**src/rtl/mem_port_arbiter.sv**
```systemverilog
`default_nettype none
// ============================================================================
// Module      : mem_port_arbiter
// Description : Arbitrates an instruction-fetch port and a data port onto
//               one single-ported unified memory. Data wins by default. An
//               optional starvation guard is built when ARB_STARVE_GUARD_EN
//               is defined. It forces a fetch grant after MAX_WAIT
//               consecutive denied fetch cycles.
// Revision    : 1.0 - initial release
// ============================================================================
module mem_port_arbiter #(
  parameter int AW       = 10,
  parameter int DW       = 32,
  parameter int MAX_WAIT = 4
) (
  input  logic          clk,
  input  logic          rst,
  input  logic          hold,
  // instruction-fetch port
  input  logic          i_req,
  input  logic [AW-1:0] i_addr,
  output logic          i_gnt,
  output logic          i_rvalid,
  output logic [DW-1:0] i_rdata,
  // data port
  input  logic          d_req,
  input  logic          d_we,
  input  logic [AW-1:0] d_addr,
  input  logic [DW-1:0] d_wdata,
  output logic          d_gnt,
  output logic          d_rvalid,
  output logic [DW-1:0] d_rdata,
  // memory side
  output logic          mem_en,
  output logic          mem_we,
  output logic [AW-1:0] mem_addr,
  output logic [DW-1:0] mem_wdata,
  input  logic [DW-1:0] mem_rdata
);

  // Reject an out-of-range starvation limit at elaboration time.
  if (MAX_WAIT < 1 || MAX_WAIT > 15) begin : g_max_wait_range
    $error("mem_port_arbiter: MAX_WAIT must lie in 1..15");
  end

  logic w_force_i;   // starvation limit reached: fetch overrides data
  logic i_pend_q, i_pend_d;
  logic d_pend_q, d_pend_d;

`ifdef ARB_STARVE_GUARD_EN
  localparam logic [3:0] WAIT_LIMIT = 4'(MAX_WAIT);

  logic [3:0] wait_cnt_q, wait_cnt_d;

  // Count consecutive denied fetch cycles. Hold freezes the count.
  always_comb begin
    wait_cnt_d = wait_cnt_q;
    if (!i_req || i_gnt) begin
      wait_cnt_d = 4'd0;
    end else if (!hold && (wait_cnt_q != WAIT_LIMIT)) begin
      wait_cnt_d = wait_cnt_q + 4'd1;
    end
  end

  // Starvation counter register.
  always_ff @(posedge clk) begin
    if (rst) begin
      wait_cnt_q <= 4'd0;
    end else begin
      wait_cnt_q <= wait_cnt_d;
    end
  end

  assign w_force_i = i_req && (wait_cnt_q == WAIT_LIMIT);
`else
  assign w_force_i = 1'b0;
`endif

  // Grant selection. Data wins unless the starvation guard forces the fetch.
  // Grants are suppressed during reset and hold.
  always_comb begin
    i_gnt = 1'b0;
    d_gnt = 1'b0;
    if (!rst && !hold) begin
      if (d_req && !w_force_i) begin
        d_gnt = 1'b1;
      end else if (i_req) begin
        i_gnt = 1'b1;
      end
    end
  end

  // Route the granted port onto the memory. Drive zeros when idle.
  always_comb begin
    mem_en    = i_gnt | d_gnt;
    mem_we    = 1'b0;
    mem_addr  = '0;
    mem_wdata = '0;
    if (d_gnt) begin
      mem_we    = d_we;
      mem_addr  = d_addr;
      mem_wdata = d_wdata;
    end else if (i_gnt) begin
      mem_addr  = i_addr;
    end
  end

  // Remember which port owns the read data returning next cycle.
  always_comb begin
    i_pend_d = i_gnt;
    d_pend_d = d_gnt && !d_we;
  end

  // Read-return ownership registers.
  always_ff @(posedge clk) begin
    if (rst) begin
      i_pend_q <= 1'b0;
      d_pend_q <= 1'b0;
    end else begin
      i_pend_q <= i_pend_d;
      d_pend_q <= d_pend_d;
    end
  end

  // Return read data to its owner. Gating with rst drops any read that was
  // granted in the cycle before reset.
  always_comb begin
    i_rvalid = i_pend_q && !rst;
    d_rvalid = d_pend_q && !rst;
    i_rdata  = i_rvalid ? mem_rdata : '0;
    d_rdata  = d_rvalid ? mem_rdata : '0;
  end

endmodule
`default_nettype wire

```
**config.mk**
```make
export PLATFORM = sky130hd
export DESIGN_NAME = mem_port_arbiter
export DESIGN_NICKNAME = d
export VERILOG_FILES = /design/src/rtl/mem_port_arbiter.sv
export SDC_FILE = /design/constraint.sdc
export NUM_CORES = 1
export LEC_CHECK = 0
export ABC_CLOCK_PERIOD_IN_PS = 800
export BUFFER_PORTS_ARGS = -buffer_cell sky130_fd_sc_hd__buf_4
export CORE_MARGIN = 10
export CORE_UTILIZATION = 22
export DETAILED_ROUTE_END_ITERATION = 8
export PLACE_DENSITY = 0.88
export RECOVER_POWER = 25
export SETUP_SLACK_MARGIN = 0.2
export SYNTH_ARGS = -nofsm -noshare
export SYNTH_HDL_FRONTEND = slang
export SYNTH_SLANG_ARGS = --single-unit
```
**constraint.sdc**
```tcl
create_clock -name clk -period 0.8 [get_ports clk]
set_input_delay 0 -clock clk [delete_from_list [all_inputs] [get_ports clk]]
set_output_delay 0 -clock clk [all_outputs]
set_load 0.01 [all_outputs]
```
# Word level (Yosys, flattened, before mapping)
# Index checks and enable logic that the tools add are counted.
# op_classes
reduce_logical	7
n_bitwise	1
muxes	11
# op_table
op	n
32-bit two-way mux	3
10-bit two-way mux	2
1-bit two-way mux	6
1-bit logical AND	4
1-bit zero test	3
1-bit bitwise OR	1
# word_totals
input_bits	90
wordCells	21
regBits	2
out_inout_bits	112

# Longest topological paths before layout
# Gate-level depths: netlist (run 1).
# logic_depth
ltp_word	5
mapped_depth	3
depth_no_buf	2

# Worst setup path before layout (run 1)
# Ideal clock, no wire load.
# synth_timing
path_type	reg-to-output
start	register d_pend_q
end	output d_rdata[10]
path_stages_with_launch	4
t_arrival_ps	914
n_path_buf	1
path_slack_ps	-114
required_time_ps	800
path_cell_list	dfxtp_1 > nor2b_1 > clkbuf_1 > and2_1
# synth_between
elab_chain_len	2
# synth_rtl
item	line_no	rtl
start, declared	48	logic d_pend_q, d_pend_d;
start signal, assigned	121	d_pend_q <= d_pend_d;
1-bit logical AND	129	d_rvalid = d_pend_q && !rst;
32-bit two-way mux	131	d_rdata = d_rvalid ? mem_rdata : '0;
end, declared	32	output logic [DW-1:0] d_rdata,
# No other way between the ends.

# Final worst setup path (run 1)
# layout_timing
start	register i_pend_q
end	output i_rdata[29]
# layout_between
elab_chain_len	2
# layout_rtl
item	line_no	rtl
start, declared	47	logic i_pend_q, i_pend_d;
start signal, assigned	120	i_pend_q <= i_pend_d;
1-bit logical AND	128	i_rvalid = i_pend_q && !rst;
32-bit two-way mux	130	i_rdata = i_rvalid ? mem_rdata : '0;
end, declared	24	output logic [DW-1:0] i_rdata,
# No other way between the ends.

==> qor.csv, run 1 <==
stage,metric,value,unit
drt,average via count per standard cell,4.65,
logic_synthesis,primary flip-flop cell chosen by synthesis mapping,dfxtp_1,
finish,final standard cell area without fillers,0.00341,mm2
timing,Final setup viols,110,
logic_synthesis,mapped cell area,932,um2
critical_path,max incr delay on CP,310,ps
min_path,Hold WC Path Type,input pin to register,
critical_path,launching element of the worst setup path,i_pend_q,
clock_network,worst-case clock buffer depth,2,
power_and_ir_drop,fraction of power consumed by combinational cells,0.693,
logic_synthesis,average cell area after synthesis,6.17,um2
placed_design,quantity of I/O buffers inserted on ports,201,
critical_path,count of cell instances traversed by the critical path,4,
logic_synthesis,number of synthesized flops with an enable pin,0,
min_path,source of the worst hold timing path,d_we,
die,Total Die Area,0.00724,mm2
global_route,number of antenna violations at the first check in global routing,0,
die,Floorplan Core Area,0.00406,mm2
critical_path,family of cells with the greatest summed delay on the critical path,flip-flops,
logic_synthesis,Cells after Synth,151,
global_route,overall track demand over capacity in global routing,0.198,
drt,# DRC,0,
clock_network,TritonCTS clock tree,yes,
critical_path,worst setup path category,register to output port,
logic_synthesis,top-area cell type share of the netlist area,0.651,
drt,via count,1970,
logic_synthesis,simple-gate share of the synthesized area,0.843,
drt,average wire length per cell after detail routing,21.4,um
power_and_ir_drop,"IR drop worst, VDD",0.500,mV
global_route,wire length of the first global-routing pass,11600,um
logic_synthesis,"FFs w/ async S/R, synth",0,
drt,number of nets still failing antenna checks after routing,0,
die,effective utilization at floorplan,0.230,
critical_path,cell type of the slowest stage on the worst timing path,dfxtp_2,
outcome,result of the run,"complete, but fails checks",
die,vertical die dimension,85.1,um
timing,final max-slew violation count,0,
logic_synthesis,XOR/XNOR share of the synthesized area,0,
power_and_ir_drop,switching share of power,0.304,
critical_path,Critical Path Sink Type,output port,
timing,Final period util,1.42,
timing,hold slack final,-26.7,ps
clock_network,number of H-tree branching levels,1,
clock_network,clock transition at the register clock pins on the worst setup and hold paths after CTS,30,ps
logic_synthesis,most common cell in the netlist,and2_1,
min_path,number of cells on the worst hold path,2,
placed_design,post-detailed-placement cell area,0.00267,mm2
finish,ANT cells,0,
finish,final standard cell utilization of the core,0.842,
timing,Final Critical Period,1140,ps
finish,layout cells sized above 1,0.791,
logic_synthesis,part of the Yosys area used for sequential elements,0.0430,
power_and_ir_drop,power density of the placed cells,494,mW/mm2
global_route,largest net degree at the start of global routing,34,
global_route,number of global-route vias before repair,2039,
global_route,overall overflow remaining after global route,0,
drt,number of detailed-routing iterations run before antenna repair,4,
logic_synthesis,synthesized netlist net count,241,
logic_synthesis,mux cell area share after synthesis,0,
power_and_ir_drop,NetSw,0.000513,W
critical_path,Bufs and invs on worst path,2,
placed_design,worst slack at placement,-93.3,ps
logic_synthesis,largest cells by area after synthesis,"and2_1 65%, nand3b_1 8.1%, a21oi_1 5.4%",
logic_synthesis,number of register bits inferred by synthesis,2,
critical_path,Setup crit start kind,register,
finish,total number of nets in the final design,466,
clock_network,number of clock buffers inserted by TritonCTS,3,
drt,final wirelength,9060,um
die,number of I/O pins,202,
critical_path,crit path DAT,1140,ps
timing,count of final hold-check violations,1,
critical_path,top fanout value on the critical path,33,
die,row count,23,
logic_synthesis,main combinational cell family by area after synthesis,simple AND/OR/NAND/NOR gates,
placed_design,placed wire-length estimate after detailed placement,5950,um
timing,final worst setup slack,-337,ps
logic_synthesis,top cell types by occurrence after synthesis,"97 x and2_1, 10 x a21oi_1, 10 x nand2_1, 10 x nand3b_1, 7 x clkbuf_1",
critical_path,sequence of cells on the critical path,"nor2b_4, buf_12, and2_1, buf_4",
die,width of the chip,85.1,um
power_and_ir_drop,Int Pwr,0.00118,W
finish,Fillers,231,
power_and_ir_drop,standby leakage power,1.79,nW
logic_synthesis,"synthesized-area fraction occupied by ao, oa, aoi and oai cells",0.0537,
timing,relative slew slack,0.851,
logic_synthesis,adder and majority gate portion of the synthesized area,0,
logic_synthesis,library cells used by synthesis,12,
logic_synthesis,number of warnings issued by yosys,0,
timing,slew of the pin with the lowest slew margin,224,ps
placed_design,final RePlAce weighted congestion,0.751,
power_and_ir_drop,clock power share,0.246,
outcome,failing checks,"hold timing, setup timing",
clock_network,total number of clock tree sinks,2,
drt,DR iter-0 viols,39,
timing,maximum operating frequency,0.880,GHz
power_and_ir_drop,share of total power in sequential cells,0.062,
finish,area grow syn2layout,266,%
min_path,Hold Crit Endpoint,d_pend_q,
job,reported max-cap violation count,0,
clock_network,clk root buf,clkbuf_8,
logic_synthesis,cell type contributing the most total cell area after synthesis,and2_1,
timing,setup repair after global routing missed its margin,yes,
critical_path,worst path required time,800,ps
power groups by stage:
stage,clock [W],combinational (W),sequential (W)
after detailed placement,0,0.000830,0.000105
after global placement,0,0.000811,0.000105
after CTS,0.000401,0.00103,0.000104
after global routing,0.000428,0.00124,0.000105
final,0.000415,0.00117,0.000105
after floorplan,0,0.000257,0.000105
timing repair:
item / CTS / global route
gates resized for setup: 64 / 56
pin swaps: 22 / 23
gates cloned: 7 / 1
setup buffers: 11 / 5
endpoints found under the hold margin: 1 / 1
endpoints found under the setup margin: 112 / 114
state kept, by name (all words and copies together) (netlist names):
| name | flops |
|---|---|
| d_pend_q | 1 |
| i_pend_q | 1 |
per-stage QoR:
| step | setup TNS, ps | cells | hold slack, ps | total power (W) |
|---|---|---|---|---|
| 5_1_grt | -29780 | 424 | -26.2 | 0.00177 |
| 3_3_place_gp | -3900 | 397 | 164 | 0.000916 |
| 4_1_cts | -22880 | 418 | -42.8 | 0.00154 |
| 2_1_floorplan | 0 | 151 | 71.6 | 0.000362 |
| 6_report | -25400 | 424 | -26.7 | 0.00169 |
| 3_5_place_dp | -5320 | 397 | 173 | 0.000935 |
kinds of logic after synthesis:
kind of cell | count (synthesis)
AND/OR/NAND/NOR | 126
buffers and inverters | 13
AO/OA/AOI/OAI | 10
flip-flops | 2
metal layers:
layer / vias to the layer above / part of all wire / GRT usage
li1: 912 / - / -
met1: 899 / 0.31 / 0.177
met2: 135 / 0.55 / 0.373
met3: 24 / 0.099 / 0.0899
met4: 0 / 0.043 / 0.0853
met5: - / 0 / 0
worst max path at each step:
stage | endpoint | slack (ps)
5_1_grt | i_rdata[29] | -400
3_3_place_gp | i_rdata[20] | -80
3_5_place_dp | d_rdata[19] | -90
4_1_cts | d_rdata[19] | -320
2_1_floorplan | d_rdata[10] | 20
6_report | i_rdata[29] | -340
layout make-up:
| type | instances | area [um2] | share of cell area |
|---|---|---|---|
| Timing Repair Buffer | 232 | 2210 | 0.647 |
| Multi-Input combinational cell | 137 | 1060 | 0.310 |
| Clock buffer | 3 | 41.3 | 0.0121 |
| Tap cell | 50 | 62.6 | 0.0183 |
| Sequential cell | 2 | 42.5 | 0.0125 |
layout by cell type, fill, tap and decap left out:
master | synthesis | layout
buf_16 | 0 | 5
nand3b_1 | 10 | 10
nor2_4 | 0 | 2
clkbuf_16 | 0 | 1
clkbuf_8 | 0 | 3
a21oi_2 | 0 | 6
nor3b_2 | 0 | 1
buf_6 | 0 | 59
or2_4 | 0 | 2
nor3b_4 | 1 | 1
and2_4 | 0 | 39
dfxtp_2 | 0 | 2
nand2_2 | 0 | 1
nor3b_1 | 2 | 1
nor2b_4 | 0 | 3
buf_4 | 0 | 155
nand2_1 | 10 | 9
a21oi_4 | 0 | 4
buf_12 | 0 | 8
buf_8 | 0 | 4
and2_1 | 97 | 58
(Power assumes the default switching activity.)
==> inputs of run 2 (changes only) <==
--- a/config.mk
+++ b/config.mk
@@ -7,6 +7,7 @@
 export LEC_CHECK = 0
 export ABC_CLOCK_PERIOD_IN_PS = 800
 export BUFFER_PORTS_ARGS = -buffer_cell sky130_fd_sc_hd__buf_4
+export CORE_ASPECT_RATIO = 1.4
 export CORE_MARGIN = 10
 export CORE_UTILIZATION = 22
 export DETAILED_ROUTE_END_ITERATION = 8
==> run 2 against run 1 <==
Net effect: the flow still finishes with violations (hold timing, setup timing); power fell by 0.46%; global-route usage rose by 0.86 points; die area rose by 0.52%; combinational power barely moved; routed wire length rose by 10%; first-iteration DRC count rose by 100%; core utilization barely moved.
==> qor.csv, run 2 (synthesis results as in run 1) <==
stage,metric,value,unit
placed_design,Placed Cells,389,
placed_design,placed wire-length estimate after detailed placement,6810,um
timing,Final Critical Period,1170,ps
timing,setup repair after global routing missed its margin,yes,
critical_path,worst setup path category,register to output port,
die,width of the chip,75.0,um
drt,# DRC,0,
clock_network,clk root buf,clkbuf_8,
placed_design,quantity of I/O buffers inserted on ports,201,
critical_path,worst path required time,800,ps
finish,layout cells sized above 1,0.770,
timing,Final period util,1.46,
power_and_ir_drop,standby leakage power,1.77,nW
power_and_ir_drop,Int Pwr,0.00117,W
clock_network,number of clock buffers inserted by TritonCTS,3,
min_path,source of the worst hold timing path,d_we,
drt,DR iter-0 viols,78,
drt,number of nets still failing antenna checks after routing,0,
critical_path,crit path DAT,1170,ps
clock_network,total number of clock tree sinks,2,
power_and_ir_drop,"IR drop worst, VDD",0.514,mV
die,effective utilization at floorplan,0.232,
die,Total Die Area,0.00728,mm2
timing,count of final hold-check violations,1,
finish,"commonest cells after routing, fill and taps aside","155 x buf_4, 60 x and2_1, 54 x buf_6",
global_route,overall track demand over capacity in global routing,0.207,
timing,slew of the pin with the lowest slew margin,544,ps
clock_network,worst-case clock buffer depth,2,
critical_path,launching element of the worst setup path,d_pend_q,
critical_path,top fanout value on the critical path,33,
min_path,Hold WC Path Type,input pin to register,
drt,average wire length per cell after detail routing,24.2,um
die,vertical die dimension,97.0,um
clock_network,TritonCTS clock tree,yes,
outcome,failing checks,"hold timing, setup timing",
power_and_ir_drop,Pwr Total,0.00168,W
power_and_ir_drop,power density of the placed cells,497,mW/mm2
drt,average via count per standard cell,4.70,
die,number of I/O pins,202,
timing,final worst setup slack,-371,ps
critical_path,Critical Path Sink Type,output port,
global_route,wire length of the first global-routing pass,11500,um
global_route,number of antenna violations at the first check in global routing,0,
die,Floorplan Core Area,0.00402,mm2
timing,maximum operating frequency,0.854,GHz
power_and_ir_drop,switching share of power,0.303,
power_and_ir_drop,clock power share,0.240,
finish,post-route non-filler standard cell count,413,
finish,largest registers,"d_pend_q x1, i_pend_q x1",
timing,Final setup viols,112,
finish,final standard cell utilization of the core,0.841,
global_route,overall overflow remaining after global route,0,
drt,final wirelength,9990,um
global_route,number of global-route vias before repair,1999,
job,reported max-cap violation count,0,
clock_network,clock transition at the register clock pins on the worst setup and hold paths after CTS,30,ps
placed_design,final RePlAce weighted congestion,0.819,
finish,area grow syn2layout,263,%
power_and_ir_drop,NetSw,0.000509,W
finish,ANT cells,0,
power_and_ir_drop,share of total power in sequential cells,0.062,
drt,number of detailed-routing iterations run before antenna repair,4,
timing,relative slew slack,0.637,
timing,hold slack final,-40.8,ps
clock_network,number of H-tree branching levels,1,
die,row count,27,
finish,total number of nets in the final design,462,
outcome,result of the run,"complete, but fails checks",
power_and_ir_drop,fraction of power consumed by combinational cells,0.698,
timing,final max-slew violation count,0,
finish,"most common cell after layout, fill and taps aside",buf_4,
global_route,largest net degree at the start of global routing,34,
critical_path,Setup crit start kind,register,
drt,via count,1943,
run 2: repair_timing:
action | CTS | global route
endpoints found under the hold margin | 1 | 1
buffers inserted | 6 | 7
endpoints found under the setup margin | 112 | 113
resized for setup | 55 | 50
cloned | 5 | 3
pin swaps | 9 | 36
run 2: critical path: stages, from the launching register on:
cell	delay (ps)
dfxtp_1	310
nor2b_4	160
buf_12	170
and2_1	170
buf_4	150
run 2: path summary, 6_finish.rpt:
path	slack, ps	to	depth (start not counted)
setup / recovery	-370	d_rdata[31]	4
hold / removal	-40	d_pend_q	2
run 2: through the flow:
stage	hold WS (ps)	setup WS [ps]	TNS [ps]	area [um2]
floorplan	71.6	25.0	0	1050
global placement	167	-109	-3470	2660
detailed placement	173	-112	-5140	2660
CTS	-43.2	-335	-21450	3070
global route	-47.5	-400	-32010	3380
finish	-40.8	-371	-26730	3380
run 2: layout make-up:
cell class | instances | area, um2
Tap cell | 43 | 53.8
Sequential cell | 2 | 41.3
Timing Repair Buffer | 229 | 2210
Fill cell | 231 | 638
Clock buffer | 3 | 41.3
Multi-Input combinational cell | 136 | 1030
run 2: power by group through the flow:
stage                     combinational (W)  clock, W  sequential (W)
after floorplan                    0.000257         0        0.000105
after global placement             0.000820         0        0.000105
after detailed placement           0.000839         0        0.000105
after CTS                           0.00101  0.000406        0.000104
after global routing                0.00123  0.000429        0.000104
final                               0.00117  0.000403        0.000104
run 2: metal layers:
layer / vias to the layer above / global-route usage / wire (um)
met5: - / 0 / 0
li1: 912 / - / -
met2: 135 / 0.385 / 5310
met3: 24 / 0.110 / 1300
met1: 872 / 0.184 / 2970
met4: 0 / 0.0451 / 410
